**config.mk**
```make
export PLATFORM = sky130hd
export DESIGN_NAME = popcount_window_stats
export DESIGN_NICKNAME = d
export VERILOG_FILES = /design/src/rtl/popcount_pkg.sv /design/src/rtl/popcount_minmax.sv /design/src/rtl/popcount_window_stats.sv
export SDC_FILE = /design/constraint.sdc
export NUM_CORES = 1
export LEC_CHECK = 0
export ABC_AREA = 0
export BUFFER_PORTS_ARGS = -buffer_cell sky130_fd_sc_hd__buf_2
export CAP_MARGIN = 5
export CORE_AREA = 2 2 98 123
export DETAILED_ROUTE_END_ITERATION = 8
export DIE_AREA = 0 0 100 125
export PLACE_DENSITY_LB_ADDON = 0.05
export SYNTH_ARGS = -nofsm -noshare
export SYNTH_HDL_FRONTEND = slang
export SYNTH_SLANG_ARGS = --single-unit
```
**constraint.sdc**
```tcl
create_clock -name clk_i -period 2.3 [get_ports clk_i]
set_clock_uncertainty 0.15 [all_clocks]
set_input_delay 0.115 -clock clk_i [delete_from_list [all_inputs] [get_ports clk_i]]
set_output_delay 0.115 -clock clk_i [all_outputs]
set_load 0.05 [all_outputs]
```
**src/rtl/popcount_pkg.sv**
```systemverilog
// Shared widths and FSM state encoding for the popcount window statistics block.
package popcount_pkg;

    // Window accumulation state: EMPTY holds no samples, ACCUM holds 1..WINDOW-1.
    typedef enum logic {
        EMPTY = 1'b0,
        ACCUM = 1'b1
    } state_t;

    // Width of one popcount sample (0..width inclusive).
    function automatic int cnt_w(input int width);
        return $clog2(width) + 1;
    endfunction

    // Width of a full-window sum; sized so the largest possible sum always fits.
    function automatic int sum_w(input int width, input int window);
        return $clog2(width * window + 1);
    endfunction

    // Width of the per-window sample counter (0..window inclusive).
    function automatic int samp_w(input int window);
        return $clog2(window + 1);
    endfunction

endpackage

```
**src/rtl/popcount_minmax.sv**
```systemverilog
// Running min/max tracker for one statistics window. The *_nxt outputs already
// include the current sample so the closing cycle can report them directly.
module popcount_minmax
    import popcount_pkg::*;
#(
    parameter int WIDTH = 32,
    parameter int CNT_W = cnt_w(WIDTH)
) (
    input  logic             clk,
    input  logic             rst_n,
    input  logic             clr,
    input  logic             upd,
    input  logic [CNT_W-1:0] sample,
    output logic [CNT_W-1:0] run_min,
    output logic [CNT_W-1:0] run_max,
    output logic [CNT_W-1:0] min_nxt,
    output logic [CNT_W-1:0] max_nxt
);

    localparam logic [CNT_W-1:0] MIN_SEED = CNT_W'(WIDTH);

    // Fold the incoming sample into both extremes in the same cycle.
    always_comb begin
        min_nxt = run_min;
        max_nxt = run_max;
        if (upd && (sample < run_min)) min_nxt = sample;
        if (upd && (sample > run_max)) max_nxt = sample;
    end

    // Hold the running extremes; a window close reseeds them for the next window.
    always_ff @(posedge clk or negedge rst_n) begin
        if (!rst_n) begin
            run_min <= MIN_SEED;
            run_max <= '0;
        end else if (clr) begin
            run_min <= MIN_SEED;
            run_max <= '0;
        end else begin
            run_min <= min_nxt;
            run_max <= max_nxt;
        end
    end

endmodule

```
**src/rtl/popcount_window_stats.sv**
```systemverilog
// Windowed statistics (sum/min/max/count) over a stream of popcount samples.
// A window closes when it reaches WINDOW samples or on flush of a non-empty
// window; results appear as a registered one-cycle pulse the cycle after.
module popcount_window_stats
    import popcount_pkg::*;
#(
    parameter int WIDTH  = 32,
    parameter int WINDOW = 16,
    localparam int CNT_W  = cnt_w(WIDTH),
    localparam int SUM_W  = sum_w(WIDTH, WINDOW),
    localparam int SAMP_W = samp_w(WINDOW)
) (
    input  logic              clk_i,
    input  logic              rst_n_i,
    input  logic [CNT_W-1:0]  cnt_i,
    input  logic              cnt_val_i,
    input  logic              flush_i,
    output logic [SUM_W-1:0]  sum_o,
    output logic [CNT_W-1:0]  min_o,
    output logic [CNT_W-1:0]  max_o,
    output logic [SAMP_W-1:0] samples_o,
    output logic              stats_val_o
);

    localparam logic [SAMP_W-1:0] WIN_CNT = SAMP_W'(WINDOW);

    state_t            state, state_nxt;
    logic [SAMP_W-1:0] count;
    logic [SAMP_W-1:0] count_nxt;
    logic [SUM_W-1:0]  sum_q;
    logic [SUM_W-1:0]  sum_nxt;
    logic              full;
    logic              close;
    logic [CNT_W-1:0]  run_min, run_max;
    logic [CNT_W-1:0]  min_nxt, max_nxt;

    // Window bookkeeping including this cycle's sample; cnt_i is masked when not valid.
    // A full window takes priority, so a simultaneous flush adds no second close.
    always_comb begin
        count_nxt = count + SAMP_W'(cnt_val_i);
        sum_nxt   = sum_q + (cnt_val_i ? SUM_W'(cnt_i) : '0);
        full      = cnt_val_i && (count_nxt == WIN_CNT);
        close     = full || (flush_i && ((state == ACCUM) || cnt_val_i));
    end

    // Next state: any close empties the window, an accepted sample otherwise fills it.
    always_comb begin
        state_nxt = state;
        if (close)          state_nxt = EMPTY;
        else if (cnt_val_i) state_nxt = ACCUM;
    end

    // FSM, sample counter and running sum; accumulators restart from zero on close.
    always_ff @(posedge clk_i or negedge rst_n_i) begin
        if (!rst_n_i) begin
            state <= EMPTY;
            count <= '0;
            sum_q <= '0;
        end else begin
            state <= state_nxt;
            count <= close ? '0 : count_nxt;
            sum_q <= close ? '0 : sum_nxt;
        end
    end

    popcount_minmax #(
        .WIDTH (WIDTH),
        .CNT_W (CNT_W)
    ) u_minmax (
        .clk     (clk_i),
        .rst_n   (rst_n_i),
        .clr     (close),
        .upd     (cnt_val_i),
        .sample  (cnt_i),
        .run_min (run_min),
        .run_max (run_max),
        .min_nxt (min_nxt),
        .max_nxt (max_nxt)
    );

    // Capture the closed window's results; they hold until the next close.
    always_ff @(posedge clk_i or negedge rst_n_i) begin
        if (!rst_n_i) begin
            sum_o       <= '0;
            min_o       <= '0;
            max_o       <= '0;
            samples_o   <= '0;
            stats_val_o <= 1'b0;
        end else begin
            stats_val_o <= close;
            if (close) begin
                sum_o     <= sum_nxt;
                min_o     <= min_nxt;
                max_o     <= max_nxt;
                samples_o <= count_nxt;
            end
        end
    end

endmodule

```
Yosys cells after proc, flatten, opt, wreduce, memory -nomap -nowiden
Cells that the tools add are included.
Storage, ports and cells
  bits of input ports: 10
  flip-flop bits (word level): 56
  output and inout port bits: 28
  word-level logic and storage cells: 31
Operators by class
  equality and inequality tests: 1
  reduce and logical (&&, ||, !) cells: 7
  magnitude comparators: 2
  mux-type cells: 9
  add/sub/neg operators: 2
Operator list (count)
  6-bit 2-to-1 mux: 5
  10-bit by 6-bit adder with 10-bit output: 1
  10-bit 2-to-1 mux: 1
  6-bit > comparator: 1
  6-bit < comparator: 1
  5-bit by 1-bit adder with 5-bit output: 1
  5-bit equality test (second input constant): 1
  5-bit 2-to-1 mux: 1
  1-bit logical AND: 4
  1-bit logical OR: 2
  1-bit 2-to-1 mux: 2
  2-bit nonzero test: 1

Longest topological paths before layout
Gate-level depths: netlist of the first run.
  depth after elaboration: 5
  mapped depth: 11
  mapped depth without buffers: 10

Cells and area by module
A second synthesis of the first run with hierarchy kept.
Unflattened totals
  cells, all modules: 253
  area total of the unflattened synthesis: 2886.5 um^2
By module, submodules not included
  popcount_window_stats: area each 2030.7 um^2, cells each 175, sequential area each 1101.1 um^2, instances 1
  popcount_minmax: area each 855.8 um^2, cells each 78, sequential area each 301.5 um^2, instances 1

Worst setup path after synthesis of the first run
Ideal clock, no wire load.
  kind: input -> register
  from: input port cnt_val_i
  to: register sum_o[8]
  library setup time: 77 ps
  data required time: 2073 ps
  path slack: 191 ps
  buffers on the path: 1
  arrival: 1881 ps
  cell stages on the path: 11
  path through: buf_2 -> inv_1 -> nor2_1 -> ha_1 -> inv_1 -> fa_1 -> nor2b_1 -> o31ai_1 -> a2111oi_0 -> a311oi_1 -> a21oi_1
Between the ends
  longest elaborated chain between the ends: 4
  elaborated cells between the ends (all ways): 8
  those cells by class: add/sub (2); eq/ne (1); mux (1); reduce/logical (4)
Ends and longest elaborated chain
  start: declaration: RTL line popcount_window_stats.sv:16  | input logic cnt_val_i,
  5-bit by 1-bit adder with 5-bit output: RTL line popcount_window_stats.sv:40  | count_nxt = count + SAMP_W'(cnt_val_i);
  5-bit equality test: RTL line popcount_window_stats.sv:42  | full = cnt_val_i && (count_nxt == WIN_CNT);
  1-bit logical AND: RTL line popcount_window_stats.sv:42
  1-bit logical OR: RTL line popcount_window_stats.sv:43  | close = full || (flush_i && ((state == ACCUM) || cnt_val_i));
  end signal: assignment: RTL line popcount_window_stats.sv:92  | sum_o <= sum_nxt;
  end: declaration: RTL line popcount_window_stats.sv:18  | output logic [SUM_W-1:0] sum_o,
Several ways; a longest one is shown, not always the timed one.
A chain may end at the register's enable or synchronous reset.

Worst setup path after layout of the first run
  from: register sum_q[0]
  to: register sum_o[8]
Between the ends
  longest elaborated chain between the ends: 1
Ends and longest elaborated chain
  start: declaration: RTL line popcount_window_stats.sv:30  | logic [SUM_W-1:0] sum_q;
  start signal: assignment: RTL line popcount_window_stats.sv:62  | sum_q <= close ? '0 : sum_nxt;
  10-bit by 6-bit adder with 10-bit output: RTL line popcount_window_stats.sv:41  | sum_nxt = sum_q + (cnt_val_i ? SUM_W'(cnt_i) : '0);
Every way passes these cells.

==> results.json, run 1 <==
{
  "result_of_the_run": "finished clean",
  "detail-route-antenna-nets": 0,
  "total_of_flip_flops_plus_latches_after_synthesis": 56,
  "reg2regPathDepth": 8,
  "power.ir.vdd_worst_uv": 497,
  "ys_warn_count": 0,
  "coreArea_um2": 11500,
  "report.power.total_w": 0.00362,
  "finish.cell_count_without_fillers": 469,
  "postRouteWirelength_mm": 6.43,
  "max-slew-margin-rel_pct": 70.4,
  "achievable-frequency_ghz": 0.466,
  "critical_path_required_ns": 2.32,
  "post-place-cells": 457,
  "synth_xor_xnor_area_share_pct": 2.80,
  "synth.area.top_cells": "sky130_fd_sc_hd__dfrtp_1 (50%), sky130_fd_sc_hd__ha_1 (8.6%), sky130_fd_sc_hd__nor2_1 (6.5%), sky130_fd_sc_hd__mux2i_1 (4.7%), sky130_fd_sc_hd__a21oi_1 (4.1%)",
  "hold-worst-slack_ns": 0.0493,
  "drive_above_1_share_pct": 23.0,
  "clkSinkCount": 56,
  "synth_top_area_cell": "sky130_fd_sc_hd__dfrtp_1",
  "post_synth_inst_count": 273,
  "dpl-instance-area_um2": 3220,
  "grt-busiest-layer": "met2",
  "synth.lib_cells_used.distinct": 43,
  "post_synthesis_simple_gate_area_fraction_pct": 15.5,
  "final-max-slew-violation-count": 0,
  "least_margin_pin_slew_ns": 0.444,
  "worst_path_max_delay_cell": "sky130_fd_sc_hd__dfrtp_1",
  "cp-startpoint": "sum_q[0]",
  "layout.cell_area.non_filler_um2": 3440,
  "maxCapViolCount": 0,
  "grtUsageMet2_pct": 17.8,
  "mappedNetlistArea_um2": 2780,
  "place_congestion": 0.726,
  "postSynthAreaPerCell_um2": 10.2,
  "largest_family_of_logic_cells_by_synthesized_area": "simple AND/OR/NAND/NOR gates",
  "fp.dieW_um": 100,
  "worstSkewPairLatency_ns": 0.30,
  "hold_class": "input pin to register",
  "endpoint": "sum_o[8]",
  "use_met3_pct": 2.07,
  "period_minus_slack_ns": 2.15,
  "async_flop_share_pct": 100,
  "diodes": 0,
  "timing.final.hold_violations": 0,
  "drtIter0Drc": 65,
  "io-pin-count": 38,
  "critical_path_arrival_ns": 2.17,
  "routed-via-count": 2009,
  "power_density_over_the_cells_nw_per_um2": 1050,
  "port_buffers": 37,
  "y_dimension_of_the_die_um": 125,
  "finish.net_count": 361,
  "grt_usage_pct": 11.2,
  "avgViaCountPerCell": 4.28,
  "critPathMaxFanout": 3,
  "grt_antenna_before_repair": 0,
  "yosys-mux-area-fraction_pct": 4.69,
  "estimated_wirelength_of_the_detail_placed_design_mm": 4.57,
  "routed_wire_length_per_instance_um": 13.7,
  "area_growth_pct": 23.8,
  "setup-violations-final": 0,
  "cts_buffer_depth": 2,
  "num_rows": 44,
  "synth_largest_type_area_fraction_pct": 49.6,
  "clockRootBuffer": "sky130_fd_sc_hd__clkbuf_16",
  "cts_tree": "done",
  "post-route-period-util_pct": 93.3,
  "r2r-start": "sum_q[0]",
  "ys_dominant_reg_cell": "sky130_fd_sc_hd__dfrtp_1",
  "number_of_global_route_vias_before_repair": 2065,
  "clock_tree.htree_level_count": 2,
  "timing.reg2reg.setup_slack_ns": 0.15,
  "static-leakage-power_nw": 1.64,
  "synth_enable_flop_cells": 0,
  "clk_transition_reported_paths_ns": 0.08,
  "r2r-end": "sum_o[8]",
  "crit_path_max_incr_delay_ns": 0.38,
  "starting_density_pct": 24.2,
  "globalRouteOverflowTotal": 0,
  "largest_net_degree_at_the_start_of_global_routing": 34,
  "crit_chain": "ha_1 > inv_1 > fa_1 > nor2b_2 > o31ai_1 > a2111oi_2 > a311oi_2 > a21oi_1",
  "post-synth-top-count-cell": "sky130_fd_sc_hd__dfrtp_1",
  "startpoint_type": "register",
  "tritoncts.num_buffers": 5,
  "synth-seq-area-share_pct": 50.5,
  "post_synth_fa_ha_maj_area_fraction_pct": 9.29,
  "mappedNetlistNets": 303,
  "post_synth_most_frequent_cells": "sky130_fd_sc_hd__dfrtp_1 (55), sky130_fd_sc_hd__nor2_1 (48), sky130_fd_sc_hd__a21oi_1 (23), sky130_fd_sc_hd__nand2_1 (23)",
  "drt_drc_violations_left": 0,
  "synth-compound-area-share_pct": 11.4,
  "grt_pass1_wl_mm": 10.9,
  "die_area_um2": 12500,
  "detail_route.first_pass.iterations": 4,
  "endpoint_kind": "register",
  "timing_worst_setup_path_type": "register to register",
  "met1_usage_pct": 15.0
}
==> cell families after synthesis <==
| family | Yosys count |
|---|---|
| compound gates | 50 |
| xor+xnor | 8 |
| fa+ha+maj | 20 |
| buf+inv | 29 |
| flops | 56 |
| mux | 13 |
| simple gates | 97 |
==> worst min-delay path by stage <==
| stage | from | endpoint | slack, ns | depth (start not counted) |
|---|---|---|---|---|
| 3_5_place_dp | rst_n_i | min_o[4] | -0.005 | 2 |
| 5_1_grt | cnt_i[5] | u_minmax.run_max[5] | 0.08 | 3 |
| 4_1_cts | cnt_i[5] | u_minmax.run_max[5] | 0.04 | 3 |
| 2_1_floorplan | rst_n_i | count[0] | -0.33 | 0 |
| 3_3_place_gp | rst_n_i | min_o[4] | -0.004 | 2 |
| 6_report | cnt_i[5] | u_minmax.run_max[5] | 0.05 | 3 |
==> sequential cells by signal, summed over array words and instances, names as in the netlist, 5 cells and up <==
signal and cells:
count 5, u_minmax.run_min 6, min_o 6, samples_o 5
sum_q 10, sum_o 10, max_o 6, u_minmax.run_max 6
==> final cells by class <==
class / instances / area, um^2
fill: 1227 / 8020
sequential: 56 / 1400
multi-input combinational: 188 / 1230
timing repair buffer: 60 / 398
tap: 138 / 173
clock buffer: 7 / 153
inverter: 20 / 80.1
==> timing repair <==
| action | in CTS | in global routing |
|---|---|---|
| buffers inserted | 0 | 4 |
| hold buffers | 1 | 0 |
| endpoints found under the setup margin | 0 | 20 |
| endpoints found under the hold margin | 55 | 0 |
| gates resized for setup | 0 | 8 |
==> report_power, final <==
part / switching, W / total (W) / internal, W
Clock: 0.000368 / 0.000827 / 0.000459
Sequential: 0.000133 / 0.00135 / 0.00122
Combinational: 0.000979 / 0.00144 / 0.000456
Total: 0.00148 / 0.00362 / 0.00214
==> per-stage QoR <==
| stage | utilization [%] | setup TNS, ns | worst slack, ns |
|---|---|---|---|
| 4_1_cts | 29.5 | 0 | 0.0571 |
| 5_1_grt | 30.0 | -0.0120 | -0.0120 |
| 6_report | 30.0 | 0 | 0.154 |
| 2_1_floorplan | - | 0 | 0.191 |
| 3_3_place_gp | 28.1 | 0 | 0.0484 |
| 3_5_place_dp | 28.1 | -0.0346 | -0.0346 |
==> per-layer routing <==
metal  share of wire, %  routed length, um
met5                  0                  0
met3                2.2                140
met2                 47               3000
met1                 49               3150
met4                2.1                136
==> critical path, delay by kind of cell, from the launching register on <==
family,cells,cell delay [ns]
compound gates,4,0.93
fa+ha+maj,2,0.42
flops,1,0.38
buf+inv,1,0.08
simple gates,1,0.06
==> cell usage in the layout (no fill, tap or decap), types with 3 or more instances in the layout <==
master                      netlist  routed
sky130_fd_sc_hd__nor2b_1          4       3
sky130_fd_sc_hd__inv_1           19      19
sky130_fd_sc_hd__and2_1           8       8
sky130_fd_sc_hd__nand2_1         23      23
sky130_fd_sc_hd__nand3_1          6       6
sky130_fd_sc_hd__o21ai_0         11      11
sky130_fd_sc_hd__ha_1            19      19
sky130_fd_sc_hd__dfrtp_1         55      55
sky130_fd_sc_hd__xor2_1           5       5
sky130_fd_sc_hd__buf_12           0       3
sky130_fd_sc_hd__a21oi_1         23      23
sky130_fd_sc_hd__buf_2            2      37
sky130_fd_sc_hd__nor2_1          48      48
sky130_fd_sc_hd__buf_4            3      19
sky130_fd_sc_hd__clkbuf_16        0       5
sky130_fd_sc_hd__mux2i_1         13      12
No activity file was read; power rests on OpenSTA's default activity.
==> inputs of run 2 (changes only) <==
- RECOVER_POWER: unset -> 50
==> run 2 against run 1 <==
  * Sequential share of layout area grew 0.27 points
  * Worst setup slack unchanged
  * Hold slack about the same
  * Critical path type unchanged
  * Register-to-register slack hardly changed
==> results.json, run 2 (same netlist as run 1, synthesis figures left out) <==
{
  "result_of_the_run": "finished clean",
  "achievable-frequency_ghz": 0.466,
  "worstSkewPairLatency_ns": 0.30,
  "p_sw_w": 0.00148,
  "clock_tree.htree_level_count": 2,
  "cts_tree": "done",
  "combinationalPowerShare_pct": 39.4,
  "estimated_wirelength_of_the_detail_placed_design_mm": 4.57,
  "dpl-instance-area_um2": 3220,
  "grt_usage_pct": 11.2,
  "globalRouteOverflowTotal": 0,
  "num_rows": 44,
  "grt_antenna_before_repair": 0,
  "power_density_over_the_cells_nw_per_um2": 1060,
  "period_minus_slack_ns": 2.15,
  "p_clk_share_pct": 23.0,
  "p_int_w": 0.00212,
  "least_margin_pin_slew_ns": 1.31,
  "place_congestion": 0.726,
  "final-max-slew-violation-count": 0,
  "most-common-layout-cells": "sky130_fd_sc_hd__dfrtp_1 (55), sky130_fd_sc_hd__nor2_1 (48), sky130_fd_sc_hd__buf_2 (24)",
  "port_buffers": 37,
  "y_dimension_of_the_die_um": 125,
  "startpoint_type": "register",
  "io-pin-count": 38,
  "grt_pass1_wl_mm": 10.9,
  "routed_wire_length_per_instance_um": 13.7,
  "timing.final.hold_violations": 0,
  "clk_transition_reported_paths_ns": 0.08,
  "critPathMaxFanout": 3,
  "area_growth_pct": 23.0,
  "switching_share_pct": 41.2,
  "critical_path_required_ns": 2.32,
  "setup-violations-final": 0,
  "detail-route-antenna-nets": 0,
  "biggestRegsByFlops": "sum_o: 10 flops, sum_q: 10 flops",
  "drive_above_1_share_pct": 18.7,
  "number_of_global_route_vias_before_repair": 2065,
  "layout.cell_area.non_filler_um2": 3410,
  "starting_density_pct": 24.2,
  "hold_class": "input pin to register",
  "routed-via-count": 2012,
  "report.power.total_w": 0.00360,
  "max-slew-margin-rel_pct": 12.5,
  "diodes": 0,
  "power_frac_seq_pct": 37.7,
  "maxCapViolCount": 0,
  "critical_path_arrival_ns": 2.17,
  "clkSinkCount": 56,
  "tritoncts.num_buffers": 5,
  "layout.cells.most_common": "sky130_fd_sc_hd__dfrtp_1",
  "power.ir.vdd_worst_uv": 497,
  "static-leakage-power_nw": 1.59,
  "coreArea_um2": 11500,
  "avgViaCountPerCell": 4.29,
  "detail_route.first_pass.iterations": 4,
  "die_area_um2": 12500,
  "largest_net_degree_at_the_start_of_global_routing": 34,
  "timing_worst_setup_path_type": "register to register",
  "drt_drc_violations_left": 0,
  "endpoint_kind": "register",
  "drtIter0Drc": 62,
  "clockRootBuffer": "sky130_fd_sc_hd__clkbuf_16",
  "cts_buffer_depth": 2,
  "post-route-period-util_pct": 93.3,
  "postRouteWirelength_mm": 6.44,
  "number_of_fill_cells": 1239,
  "finish.net_count": 361,
  "fp.dieW_um": 100
}
run 2: changes by cell type in the layout (fill, tap and decap cells not counted):
cell	delta
sky130_fd_sc_hd__clkbuf_2	+1
sky130_fd_sc_hd__buf_2	-13
sky130_fd_sc_hd__clkbuf_1	+14
sky130_fd_sc_hd__buf_4	-2
run 2: cell type report:
type                    count  area (um^2)  share of cell area, %
flip-flops and latches     56         1400                   41.1
multi-input cells         188         1230                   36.0
clock buffers               7          153                   4.47
inverters                  20         80.1                   2.35
repair buffers             60          375                   11.0
well taps                 138          173                   5.06
run 2: worst max-delay path, stage by stage (launching register included):
cell	delay, ns
sky130_fd_sc_hd__dfrtp_1	0.38
sky130_fd_sc_hd__ha_1	0.21
sky130_fd_sc_hd__inv_1	0.08
sky130_fd_sc_hd__fa_1	0.21
sky130_fd_sc_hd__nor2b_2	0.06
sky130_fd_sc_hd__o31ai_1	0.38
sky130_fd_sc_hd__a2111oi_2	0.14
sky130_fd_sc_hd__a311oi_2	0.31
sky130_fd_sc_hd__a21oi_1	0.10
run 2: power by group through the flow:
stage | Combinational (W) | Clock [W] | Sequential [W]
after floorplan | 0.000587 | 0 | 0.00183
after global routing | 0.00157 | 0.000906 | 0.00139
after CTS | 0.00143 | 0.000873 | 0.00136
final | 0.00142 | 0.000828 | 0.00136
after global placement | 0.00142 | 0 | 0.00137
after detailed placement | 0.00142 | 0 | 0.00137
run 2: final timing paths:
path / slack (ns) / to / cells past startpoint / start
min reg2reg: 0.32 / samples_o[0] / 2 / samples_o[0]
max: 0.15 / sum_o[8] / 8 / sum_q[0]
min: 0.05 / u_minmax.run_max[5] / 3 / cnt_i[5]
min in group asynchronous: 0.43 / min_o[1] / 3 / rst_n_i
max in group asynchronous: 0.62 / samples_o[4] / 3 / rst_n_i
max reg2reg: 0.15 / sum_o[8] / 8 / sum_q[0]
run 2: metal layers:
metal / GRT usage (%) / up-vias / part of all wire (%)
met4: 4.83 / 0 / 2.1
met5: 0 / - / 0
li1: - / 1027 / -
met3: 2.07 / 6 / 2.2
met2: 17.8 / 28 / 47
met1: 15.0 / 951 / 49
run 2: per-stage QoR:
stage / util [%] / hold slack (ns) / std cells / TNS, ns / setup WS, ns
after floorplan: - / -0.331 / 273 / 0 / 0.191
after global placement: 28.1 / -0.00442 / 457 / 0 / 0.0484
after detailed placement: 28.1 / -0.00474 / 457 / -0.0346 / -0.0346
after CTS: 29.5 / 0.0397 / 465 / 0 / 0.0571
after global routing: 29.8 / 0.0838 / 469 / -0.0120 / -0.0120
final: 29.8 / 0.0492 / 469 / 0 / 0.154
run 2: what timing repair did:
action | 4_1_cts | 5_1_grt
gates resized for setup | 0 | 8
setup buffers | 0 | 4
endpoints found under the hold margin | 55 | 0
hold buffers | 1 | 0
endpoints found under the setup margin | 0 | 20
==> inputs of run 3 (changes only) <==
- CORE_AREA: 2 2 98 123 -> 2 2 100 126
- DIE_AREA: 0 0 100 125 -> 0 0 102 128
- SLEW_MARGIN: unset -> 10
- SYNTH_HIERARCHICAL: unset -> 1
==> run 3 against run 2 <==
  * Total power rose by 5.0%
  * Critical path type unchanged
  * Critical endpoint is now min_o[1]
  * Non-clock buffer count grew 11
  * Hold slack lost 0.0049 ns
  * Synthesized cell count fell by 7.3%
  * Via count up 1.9%
  * Cell area grew 10%
  * Global-route usage decreased by 0.36 points
==> results.json, run 3 <==
{
  "result_of_the_run": "finished clean",
  "grt_antenna_before_repair": 0,
  "number_of_global_route_vias_before_repair": 2084,
  "biggestRegsByFlops": "sum_o: 10 flops, sum_q: 10 flops",
  "coreArea_um2": 11900,
  "postSynthAreaPerCell_um2": 11.4,
  "mappedNetlistNets": 283,
  "fp.dieW_um": 102,
  "critical_path_required_ns": 2.34,
  "power.ir.vdd_worst_uv": 350,
  "clkSinkCount": 56,
  "met1_usage_pct": 13.5,
  "worstSkewPairLatency_ns": 0.30,
  "endpoint_kind": "register",
  "starting_density_pct": 24.2,
  "power_density_over_the_cells_nw_per_um2": 1000,
  "cts_buffer_depth": 2,
  "power_frac_seq_pct": 36.0,
  "drtIter0Drc": 43,
  "area_growth_pct": 30.4,
  "diodes": 0,
  "layout.area.seq_um2": 1400,
  "p_int_w": 0.00223,
  "total_of_flip_flops_plus_latches_after_synthesis": 56,
  "mappedNetlistArea_um2": 2890,
  "post-synth-top-count-cell": "sky130_fd_sc_hd__dfrtp_1",
  "period_minus_slack_ns": 2.29,
  "hold_class": "input pin to register",
  "startpoint_type": "register",
  "final-max-slew-violation-count": 0,
  "grt-busiest-layer": "met2",
  "estimated_wirelength_of_the_detail_placed_design_mm": 4.63,
  "detail-route-antenna-nets": 0,
  "synth.lib_cells_used.distinct": 41,
  "post_synth_most_frequent_cells": "sky130_fd_sc_hd__dfrtp_1 (55), sky130_fd_sc_hd__inv_1 (24), sky130_fd_sc_hd__nor2_1 (24), sky130_fd_sc_hd__mux2_2 (21), sky130_fd_sc_hd__ha_1 (19)",
  "avgViaCountPerCell": 4.18,
  "setup-violations-final": 0,
  "most-common-layout-cells": "sky130_fd_sc_hd__dfrtp_1 (55), sky130_fd_sc_hd__clkbuf_1 (29), sky130_fd_sc_hd__inv_1 (24)",
  "io-pin-count": 38,
  "routed_wire_length_per_instance_um": 14.5,
  "port_buffers": 37,
  "postRouteWirelength_mm": 7.13,
  "grt_setup_unrepaired": "true",
  "critPathMaxFanout": 6,
  "timing_worst_setup_path_type": "register to register",
  "post_synth_inst_count": 253,
  "p_clk_share_pct": 21.4,
  "globalRouteOverflowTotal": 0,
  "largest_net_degree_at_the_start_of_global_routing": 24,
  "post-route-period-util_pct": 99.6,
  "report.power.total_w": 0.00378,
  "p_sw_w": 0.00156,
  "synth_enable_flop_cells": 0,
  "static-leakage-power_nw": 1.71,
  "drt_drc_violations_left": 0,
  "routed-via-count": 2050,
  "detail_route.first_pass.iterations": 4,
  "achievable-frequency_ghz": 0.437,
  "ys_dominant_reg_cell": "sky130_fd_sc_hd__dfrtp_1",
  "critical_path_arrival_ns": 2.33,
  "cts_tree": "done",
  "multiInputGateArea_um2": 1400,
  "finish.net_count": 355,
  "setup-tns-final_ns": 0,
  "synth-seq-area-share_pct": 48.6,
  "drive_above_1_share_pct": 27.3,
  "synth_top_area_cell": "sky130_fd_sc_hd__dfrtp_1",
  "synth.area.top_cells": "sky130_fd_sc_hd__dfrtp_1 (48%), sky130_fd_sc_hd__ha_1 (8.2%), sky130_fd_sc_hd__mux2_2 (8.2%), sky130_fd_sc_hd__nor2b_1 (3.7%), sky130_fd_sc_hd__mux2_4 (3.6%)",
  "grtUsageMet2_pct": 18.2,
  "synth_largest_type_area_fraction_pct": 47.7,
  "clockRootBuffer": "sky130_fd_sc_hd__clkbuf_16",
  "ys_warn_count": 6,
  "clk_transition_reported_paths_ns": 0.07,
  "place_congestion": 0.736,
  "num_rows": 45,
  "clock_tree.htree_level_count": 2,
  "use_met3_pct": 2.45,
  "async_flop_share_pct": 100,
  "max-slew-margin-rel_pct": 20.0,
  "maxCapViolCount": 0,
  "combinationalPowerShare_pct": 42.6,
  "die_area_um2": 13100,
  "grt_pass1_wl_mm": 10.8,
  "timing.final.hold_violations": 0,
  "number_of_fill_cells": 1286,
  "tritoncts.num_buffers": 5,
  "y_dimension_of_the_die_um": 128,
  "least_margin_pin_slew_ns": 1.20,
  "layout.cells.most_common": "sky130_fd_sc_hd__dfrtp_1",
  "grt_usage_pct": 10.9,
  "switching_share_pct": 41.2
}
[run 3: cell types whose count changed in the layout (fill, tap and decap cells not counted), sizes merged, moves of 5 or more]
cell    change
nor2b      +13
nand2b      +5
nand2      -18
nor2       -24
a21oi      -10
mux2       +28
mux2i       -9
buf         -7
clkbuf     +17
inv         +5
[run 3: worst max-delay path: stages, from the launching register on]
cell                        delay [ns]
sky130_fd_sc_hd__dfrtp_1          0.37
sky130_fd_sc_hd__ha_2             0.19
sky130_fd_sc_hd__ha_4             0.18
sky130_fd_sc_hd__xnor2_4          0.17
sky130_fd_sc_hd__nand3_2          0.11
sky130_fd_sc_hd__o31ai_4          0.35
sky130_fd_sc_hd__buf_6            0.19
sky130_fd_sc_hd__clkbuf_16        0.15
sky130_fd_sc_hd__mux2_2           0.32
[run 3: kinds of logic after synthesis]
group / synth area share (%)
buf+inv: 4.94
flops: 48.6
mux: 13.2
simple gates: 11.9
compound gates: 9.75
fa+ha+maj: 8.93
xor+xnor: 2.69
[run 3: what timing repair did]
item	CTS	global route
endpoints found under the hold margin	19	0
setup endpoints to repair	18	25
hold buffers	1	0
pin swaps	1	4
cloned	0	3
gates resized for setup	0	15
buffers inserted	2	7
[run 3: worst paths after layout]
kind                       slack [ns]             endpoint  cells after the start    startpoint
max                              0.01             min_o[1]                      8      count[0]
min                              0.04             count[2]                      3       flush_i
max reg2reg                      0.01             min_o[1]                      8      count[0]
min reg2reg                      0.36         samples_o[1]                      1  samples_o[1]
max in group asynchronous        0.52  u_minmax/run_min[5]                      3       rst_n_i
min in group asynchronous        0.43         samples_o[0]                      2       rst_n_i
[run 3: final cells by class]
| cell class | count | share of cell area [%] |
|---|---|---|
| sequential | 56 | 37.3 |
| multi-input combinational | 167 | 37.2 |
| timing repair buffer | 71 | 13.8 |
| tap | 164 | 5.45 |
| clock buffer | 6 | 3.69 |
| inverter | 24 | 2.39 |
| clock inverter | 2 | 0.266 |
[run 3: through the flow]
stage,worst slack (ns),cell area [um^2],util [%],instances,hold WS [ns]
CTS,0.00266,3600,30.2,480,0.0342
finish,0.00981,3760,31.5,490,0.0443
global placement,-0.0302,3430,28.7,469,-0.0354
global route,-0.0551,3760,31.5,490,0.0539
floorplan,0.00415,2890,-,253,-0.331
detailed placement,-0.0360,3430,28.7,469,-0.0294
[run 3: power groups by stage]
stage,Clock (W),Sequential [W],Combinational [W]
after floorplan,0,0.00189,0.000635
after global placement,0,0.00138,0.00159
after detailed placement,0,0.00138,0.00158
after CTS,0.000854,0.00136,0.00160
after global routing,0.000889,0.00140,0.00176
final,0.000809,0.00136,0.00161
[run 3: layer usage]
layer	routed length [um]	part of all wire (%)
met3	188	2.6
met4	140	2.0
met1	3110	44
met2	3690	52
met5	0	0
